$ cat config.mk
export PLATFORM = sky130hd
export DESIGN_NAME = regfile_access_ctrl_flat
export DESIGN_NICKNAME = d
export VERILOG_FILES = /design/src/rtl/regfile_access_ctrl_pkg.sv /design/src/rtl/regfile_access_ctrl_if.sv /design/src/rtl/regfile_access_ctrl.sv /design/src/flat_wrapper.sv
export SDC_FILE = /design/constraint.sdc
export NUM_CORES = 1
export LEC_CHECK = 0
export ABC_AREA = 1
export BUFFER_PORTS_ARGS = -buffer_cell sky130_fd_sc_hd__buf_2
export CORE_MARGIN = 2
export CORE_UTILIZATION = 26
export DETAILED_ROUTE_END_ITERATION = 10
export SLEW_MARGIN = 20
export SYNTH_ARGS = -nofsm -noshare
export SYNTH_HDL_FRONTEND = slang
export SYNTH_SLANG_ARGS = --single-unit
$ cat constraint.sdc
create_clock -name clk -period 1.4 [get_ports clk]
set_clock_uncertainty 0.05 [all_clocks]
set_input_delay 0 -clock clk [delete_from_list [all_inputs] [get_ports clk]]
set_output_delay 0 -clock clk [all_outputs]
set_load 0.01 [all_outputs]
$ cat src/rtl/regfile_access_ctrl_pkg.sv
// rf_ctrl_pkg: shared constants and FSM state type for the register file access controller
package rf_ctrl_pkg;
  localparam int XLEN = 32;
  localparam int ADDR_W = 5;
  localparam logic [ADDR_W-1:0] REG_ZERO = '0;
  localparam logic [ADDR_W-1:0] REG_LAST = '1;
  typedef enum logic {IDLE, CLEAR} state_e;
endpackage

$ cat src/rtl/regfile_access_ctrl_if.sv
// regfile_access_ctrl_if: core, debug, clear and register file port signals of the access controller
interface regfile_access_ctrl_if #(
  parameter int XLEN = 32,
  parameter int ADDR_W = 5
);
  logic              core_we;
  logic [ADDR_W-1:0] core_waddr;
  logic [XLEN-1:0]   core_wdata;
  logic              core_rb_en;
  logic [ADDR_W-1:0] core_raddr_b;
  logic              core_stall;
  logic              dbg_req_valid;
  logic              dbg_req_ready;
  logic              dbg_req_write;
  logic [ADDR_W-1:0] dbg_req_addr;
  logic [XLEN-1:0]   dbg_req_wdata;
  logic              dbg_rsp_valid;
  logic [XLEN-1:0]   dbg_rsp_rdata;
  logic              clr_start;
  logic              clr_busy;
  logic              rf_we;
  logic [ADDR_W-1:0] rf_waddr;
  logic [XLEN-1:0]   rf_wdata;
  logic [ADDR_W-1:0] rf_raddr_b;
  logic [XLEN-1:0]   rf_rdata_b;
  modport slave (
    input  core_we, core_waddr, core_wdata, core_rb_en, core_raddr_b,
    input  dbg_req_valid, dbg_req_write, dbg_req_addr, dbg_req_wdata,
    input  clr_start, rf_rdata_b,
    output core_stall, dbg_req_ready, dbg_rsp_valid, dbg_rsp_rdata,
    output clr_busy, rf_we, rf_waddr, rf_wdata, rf_raddr_b
  );
  modport master (
    output core_we, core_waddr, core_wdata, core_rb_en, core_raddr_b,
    output dbg_req_valid, dbg_req_write, dbg_req_addr, dbg_req_wdata,
    output clr_start, rf_rdata_b,
    input  core_stall, dbg_req_ready, dbg_rsp_valid, dbg_rsp_rdata,
    input  clr_busy, rf_we, rf_waddr, rf_wdata, rf_raddr_b
  );
endinterface

$ cat src/rtl/regfile_access_ctrl.sv
// regfile_access_ctrl: arbitrates the register file write port and read port B between core and debug, and runs the x1..x31 clear sequence
module regfile_access_ctrl #(
  parameter int XLEN = rf_ctrl_pkg::XLEN,
  parameter int ADDR_W = rf_ctrl_pkg::ADDR_W,
  parameter int STARVE_LIMIT = 8
) (
  input logic clk,
  input logic reset,
  regfile_access_ctrl_if.slave bus
);
  import rf_ctrl_pkg::*;
  localparam logic [7:0] LIMIT = 8'(STARVE_LIMIT);
  state_e            state_q, state_d;
  logic [7:0]        starve_q, starve_d;
  logic [ADDR_W-1:0] clr_cnt_q, clr_cnt_d;
  logic              rsp_valid_q;
  logic [XLEN-1:0]   rsp_rdata_q, rsp_rdata_d;
  logic              clearing, conflict, grant, dbg_wr, dbg_rd, addr_nz;
  always_ff @(posedge clk) begin
    if (reset) begin
      state_q     <= IDLE;
      starve_q    <= '0;
      clr_cnt_q   <= '0;
      rsp_valid_q <= 1'b0;
      rsp_rdata_q <= '0;
    end else begin
      state_q     <= state_d;
      starve_q    <= starve_d;
      clr_cnt_q   <= clr_cnt_d;
      rsp_valid_q <= grant;
      rsp_rdata_q <= rsp_rdata_d;
    end
  end
  always_comb begin
    clearing    = state_q == CLEAR;
    conflict    = bus.dbg_req_write ? bus.core_we : bus.core_rb_en;
    grant       = !reset && !clearing && !bus.clr_start && bus.dbg_req_valid && (!conflict || starve_q == LIMIT);
    dbg_wr      = grant && bus.dbg_req_write;
    dbg_rd      = grant && !bus.dbg_req_write;
    addr_nz     = bus.dbg_req_addr != REG_ZERO;
    state_d     = clearing ? (clr_cnt_q == REG_LAST ? IDLE : CLEAR) : (bus.clr_start ? CLEAR : IDLE);
    clr_cnt_d   = state_d == IDLE ? '0 : clearing ? clr_cnt_q + 1'b1 : ADDR_W'(1);
    starve_d    = (!bus.dbg_req_valid || grant) ? '0 : starve_q == LIMIT ? LIMIT : starve_q + 8'd1;
    rsp_rdata_d = (dbg_rd && addr_nz) ? bus.rf_rdata_b : '0;
  end
  // writes are held off while reset is asserted so an interrupted clear leaves the remaining registers untouched
  assign bus.rf_we         = !reset && (clearing || (dbg_wr ? addr_nz : bus.core_we));
  assign bus.rf_waddr      = clearing ? clr_cnt_q : dbg_wr ? bus.dbg_req_addr : bus.core_waddr;
  assign bus.rf_wdata      = clearing ? '0 : dbg_wr ? bus.dbg_req_wdata : bus.core_wdata;
  assign bus.rf_raddr_b    = dbg_rd ? bus.dbg_req_addr : bus.core_raddr_b;
  assign bus.core_stall    = clearing || (grant && conflict);
  assign bus.dbg_req_ready = grant;
  assign bus.clr_busy      = clearing;
  assign bus.dbg_rsp_valid = rsp_valid_q;
  assign bus.dbg_rsp_rdata = rsp_rdata_q;
endmodule
$ cat src/flat_wrapper.sv
// flat-port wrapper written by rule: the top's interface ports become plain ports
module regfile_access_ctrl_flat import rf_ctrl_pkg::*;
#(
  parameter int XLEN = rf_ctrl_pkg::XLEN,
  parameter int ADDR_W = rf_ctrl_pkg::ADDR_W,
  parameter int STARVE_LIMIT = 8
)
  (clk, reset, bus_core_we, bus_core_waddr, bus_core_wdata, bus_core_rb_en, bus_core_raddr_b, bus_dbg_req_valid, bus_dbg_req_write, bus_dbg_req_addr, bus_dbg_req_wdata, bus_clr_start, bus_rf_rdata_b, bus_core_stall, bus_dbg_req_ready, bus_dbg_rsp_valid, bus_dbg_rsp_rdata, bus_clr_busy, bus_rf_we, bus_rf_waddr, bus_rf_wdata, bus_rf_raddr_b);
  regfile_access_ctrl_if #(.XLEN(XLEN), .ADDR_W(ADDR_W)) bus_i ();
  input logic clk;
  input logic reset;
  input wire logic [$bits(bus_i.core_we)-1:0] bus_core_we;
  input wire logic [$bits(bus_i.core_waddr)-1:0] bus_core_waddr;
  input wire logic [$bits(bus_i.core_wdata)-1:0] bus_core_wdata;
  input wire logic [$bits(bus_i.core_rb_en)-1:0] bus_core_rb_en;
  input wire logic [$bits(bus_i.core_raddr_b)-1:0] bus_core_raddr_b;
  input wire logic [$bits(bus_i.dbg_req_valid)-1:0] bus_dbg_req_valid;
  input wire logic [$bits(bus_i.dbg_req_write)-1:0] bus_dbg_req_write;
  input wire logic [$bits(bus_i.dbg_req_addr)-1:0] bus_dbg_req_addr;
  input wire logic [$bits(bus_i.dbg_req_wdata)-1:0] bus_dbg_req_wdata;
  input wire logic [$bits(bus_i.clr_start)-1:0] bus_clr_start;
  input wire logic [$bits(bus_i.rf_rdata_b)-1:0] bus_rf_rdata_b;
  output wire logic [$bits(bus_i.core_stall)-1:0] bus_core_stall;
  output wire logic [$bits(bus_i.dbg_req_ready)-1:0] bus_dbg_req_ready;
  output wire logic [$bits(bus_i.dbg_rsp_valid)-1:0] bus_dbg_rsp_valid;
  output wire logic [$bits(bus_i.dbg_rsp_rdata)-1:0] bus_dbg_rsp_rdata;
  output wire logic [$bits(bus_i.clr_busy)-1:0] bus_clr_busy;
  output wire logic [$bits(bus_i.rf_we)-1:0] bus_rf_we;
  output wire logic [$bits(bus_i.rf_waddr)-1:0] bus_rf_waddr;
  output wire logic [$bits(bus_i.rf_wdata)-1:0] bus_rf_wdata;
  output wire logic [$bits(bus_i.rf_raddr_b)-1:0] bus_rf_raddr_b;
  assign bus_i.core_we = bus_core_we;
  assign bus_i.core_waddr = bus_core_waddr;
  assign bus_i.core_wdata = bus_core_wdata;
  assign bus_i.core_rb_en = bus_core_rb_en;
  assign bus_i.core_raddr_b = bus_core_raddr_b;
  assign bus_i.dbg_req_valid = bus_dbg_req_valid;
  assign bus_i.dbg_req_write = bus_dbg_req_write;
  assign bus_i.dbg_req_addr = bus_dbg_req_addr;
  assign bus_i.dbg_req_wdata = bus_dbg_req_wdata;
  assign bus_i.clr_start = bus_clr_start;
  assign bus_i.rf_rdata_b = bus_rf_rdata_b;
  assign bus_core_stall = bus_i.core_stall;
  assign bus_dbg_req_ready = bus_i.dbg_req_ready;
  assign bus_dbg_rsp_valid = bus_i.dbg_rsp_valid;
  assign bus_dbg_rsp_rdata = bus_i.dbg_rsp_rdata;
  assign bus_clr_busy = bus_i.clr_busy;
  assign bus_rf_we = bus_i.rf_we;
  assign bus_rf_waddr = bus_i.rf_waddr;
  assign bus_rf_wdata = bus_i.rf_wdata;
  assign bus_rf_raddr_b = bus_i.rf_raddr_b;
  regfile_access_ctrl #(.XLEN(XLEN), .ADDR_W(ADDR_W), .STARVE_LIMIT(STARVE_LIMIT)) u_core (.clk(clk), .reset(reset), .bus(bus_i));
endmodule
# Word-level counts from Yosys, hierarchy flattened
# Index checks and enable logic that the tools add are counted.
[word_totals] elab_cells=51 input_bits=118 out_inout_bits=79 register_bits=47
[op_classes] bitwise_logic=3 n_eq_ne=2 n_mux=12 n_addsub=2 reduce_logical=25
[op_table] cell="2-to-1 mux 32 bit" n=2
[op_table] cell="2-to-1 mux 5 bit" n=3
[op_table] cell="logical AND 1 bit" n=9
[op_table] cell="adder 8 x 1 -> 8 bit (second input constant)" n=1
[op_table] cell="== test 8 x 4 -> 1 bit (second input constant)" n=1
[op_table] cell="zero test 1 bit" n=6
[op_table] cell="2-to-1 mux 1 bit" n=6
[op_table] cell="OR reduction 2 bit" n=3
[op_table] cell="OR reduction 3 bit" n=2
[op_table] cell="adder 5 x 1 -> 5 bit (second input constant)" n=1
[op_table] cell="== test 5 bit (second input constant)" n=1
[op_table] cell="nonzero test 5 bit" n=1
[op_table] cell="logical OR 1 bit" n=4
[op_table] cell="2-to-1 mux 4 bit" n=1
[op_table] cell="NOT 1 bit" n=3

# Depth between registers and ports, before layout
[depth] depth_word=9 depth_mapped=10 ltp_nobuf=9

# Least setup slack after synthesis
# No wires, ideal clock.
[synth_path] path_kind="register -> output" start="register u_core.starve_q[0]" end="output port bus_rf_wdata[10]" stages_incl_launch_ff=10 arrival_ns=1.474 n_path_buf=1 required_ns=1.350 setup_slack_ns=-0.124 cell_sequence="dfxtp_1 inv_1 ha_1 nand3_1 o21ai_4 nand3_2 buf_2 nand2_1 nand2_1 nor2_1"
[synth_via] elab_chain_cells=6
[synth_lines] item="from (decl)" line="regfile_access_ctrl.sv:14" rtl="logic [7:0] starve_q, starve_d;"
[synth_lines] item="from (signal assigned)" line="regfile_access_ctrl.sv:28" rtl="starve_q <= starve_d;"
[synth_lines] item="== test 8 x 4 -> 1 bit" line="regfile_access_ctrl.sv:37" rtl="grant = !reset && !clearing && !bus.clr_start && bus.dbg_req_valid && (!conflict || starve_q == LIMIT);"
[synth_lines] item="logical OR 1 bit" line="regfile_access_ctrl.sv:37"
[synth_lines] item="logical AND 1 bit" line="regfile_access_ctrl.sv:37"
[synth_lines] item="logical AND 1 bit" line="regfile_access_ctrl.sv:38" rtl="dbg_wr = grant && bus.dbg_req_write;"
[synth_lines] item="2-to-1 mux 32 bit (2 in series)" line="regfile_access_ctrl.sv:49" rtl="assign bus.rf_wdata = clearing ? '0 : dbg_wr ? bus.dbg_req_wdata : bus.core_wdata;"
[synth_lines] item="to (decl)" line="flat_wrapper.sv:30" rtl="output wire logic [$bits(bus_i.rf_wdata)-1:0] bus_rf_wdata;"
# No other way between the ends.

# Worst setup path in the final report
[layout_path] start="register u_core.starve_q[1]" end="output port bus_rf_wdata[16]"
# Same word-level chain as after synthesis.

==> metrics.txt <==
status=complete, but fails checks; failing checks=negative setup slack; Lkg Pwr=2.86 nW; most area-hungry cell type in the Yosys netlist=dfxtp_1; # clock sinks=47; die width=104 um; Slew Limit Headroom=68.3%; clock root cell=clkbuf_8; Starting Density=26.7%; core footprint=9770 um2; DRC=0; period utilization=142%; post-place instance area=4020 um2; pre-CTS WS=-0.209 ns; initial detailed-routing violation count=108; first-pass GRT wire length=14.8 mm; Clock transition at path regs=0.10 ns; number of global-route vias before repair=3224; Yosys top cell area share=36.1%; Final Critical Period=1.98 ns; Startpoint Class=flop; Syn Nets=534; worst r2r src=u_core.starve_q[1]; initial antenna violation count=1; VDD IR max=0.000566 V; grt total ovfl=0; drt pass-1 iters=4; All-Layer GR Usage=16.5%; number of warning messages in the yosys log=0; WL final=10.1 mm; FF+latch count, synth=47; Worst Setup End Kind=primary output; total power=3.18 mW; WP data required=1.35 ns; fraction of layout cells with a size suffix above 1=55.1%; mapped cell area=2610 um2; min-delay src=reset; FP Rows=36; IO Port Bufs=196; clk_lat worst skew=0.30 ns; Final Hold Viols=0; Syn Inst Count=412; Fillers=925; slew of the pin with the lowest slew margin=0.473 ns; library cells used by synthesis=26; GP Congestion=0.842; part of the Yosys area used for sequential elements=36.1%; synthesis-to-finish area growth=96.1%; post-route cell area=5110 um2; Worst Setup SP=u_core.starve_q[1]; TritonCTS Buffers=5; highest clock rate=0.504 GHz; max-slew violations=0; hpwl dp=6.54 mm; CTS max path bufs=2; # IOs=197; vias post-DR=3346; WL/cell=12.4 um; NumNets Final=798; Util after Layout=52.3%; Routed Antenna Nets=0; TritonCTS clock tree=done; ranking of synthesized cells by area=dfxtp_1 (36%), nand2_1 (14%), inv_1 (13%), nor2_1 (12%), nor2_2 (7.4%); setup ws final=-0.585 ns; die area=10800 um2; Worst EP arrival=1.93 ns; crit path max fanout=7; pin count of the biggest net entering global routing=50; final setup violation count=86; RSZ-0062 raised after global routing=true; n_diodes=0; Crit Path Class=reg2out; htree depth=2; vias per cell=4.13; Maximum Capacitance Violations=0; Post-Syn Area per Cell=6.33 um2; Pwr Density=622 nW/um2; die height=104 um; Worst Hold Class=in2reg
through the flow:
step	std cells	TNS (ns)	hold WS, ns
floorplan	412	-3.46	0.0150
global placement	750	-10.03	0.161
finish	810	-35.04	0.0345
CTS	802	-30.21	0.0109
detailed placement	750	-12.93	0.172
global route	810	-43.69	0.0350
final timing paths:
check,to,slack [ns],cells after the start
setup reg to reg,u_core.bus.dbg_rsp_rdata[21],-0.33,11
hold / removal,u_core.starve_q[0],0.03,4
hold reg to reg,u_core.clr_cnt_q[3],0.46,2
setup / recovery,bus_rf_wdata[16],-0.58,10
cells in the final DEF, fill, tap and decap left out, types with 6 or more instances in the layout:
master | netlist | layout
buf_12 | 0 | 6
buf_2 | 10 | 188
buf_4 | 0 | 20
buf_6 | 3 | 20
dfxtp_1 | 47 | 42
dlygate4sd3_1 | 0 | 35
inv_1 | 89 | 84
nand2_1 | 96 | 67
nand2_2 | 1 | 25
nand3_1 | 14 | 9
nand4_1 | 6 | 6
nor2_1 | 82 | 42
nor2_2 | 31 | 43
nor2_4 | 0 | 28
Yosys cell counts, drive strengths merged:
cell type  count
o21bai         1
nor2         114
xor2           2
buf           13
nand4          6
dfxtp         47
inv           89
nor3           2
o21a           5
xnor2          3
or2            1
nand3         15
o21ai          3
nand2         98
clkbuf         4
nor3b          3
a21oi          2
ha             4
metal layers:
metal / vias up / track usage, % / routed length (um)
met3: 6 / 5.39 / 906
met2: 165 / 29.7 / 4980
met1: 1459 / 19.1 / 4120
met4: 2 / 3.28 / 63
li1: 1714 / - / -
met5: - / 0 / 13
critical path: stages (launching register included):
cell,delay (ns)
dfxtp_2,0.33
inv_2,0.06
ha_4,0.13
nand3_4,0.07
o21ai_4,0.22
nand3_4,0.22
buf_12,0.21
nand2_1,0.05
nand2_1,0.06
nor2_2,0.12
buf_2,0.15
sequential cells by signal (all words and copies together) (netlist names):
name,cells
u_core.bus.dbg_rsp_rdata,32
u_core.starve_q,8
u_core.clr_cnt_q,5
u_core.bus.clr_busy,1
u_core.bus.dbg_rsp_valid,1
what timing repair did:
action,4_1_cts,5_1_grt
cloned,3,6
pin swaps,9,16
endpoints found under the setup margin,86,89
gates resized for setup,52,62
hold endpoints to repair,41,0
hold buffers,35,0
buffers inserted,6,7
cell type report:
class                           instances  area (um2)  share of cell area [%]
Tap cell                              133         166                    3.26
Timing Repair Buffer                  273        1890                    37.0
Clock buffer                            5        68.8                    1.35
Sequential cell                        47         947                    18.5
Inverter                               89         342                    6.68
Multi-Input combinational cell        260        1670                    32.7
Clock inverter                          3        27.5                   0.538
power breakdown:
| part | internal, mW | switching (mW) | leakage [nW] |
|---|---|---|---|
| Clock | 0.372 | 0.536 | 0.0467 |
| Sequential | 1.36 | 0.00745 | 0.382 |
| Combinational | 0.457 | 0.453 | 2.43 |
| Total | 2.18 | 0.996 | 2.86 |
logic make-up after synthesis:
logic type | synth area share [%]
simple gates | 40.6
fa+ha+maj | 1.92
flops | 36.1
compound gates | 3.12
xor+xnor | 1.68
buf+inv | 16.6
Note: power is estimated with default switching activity, not from simulation.
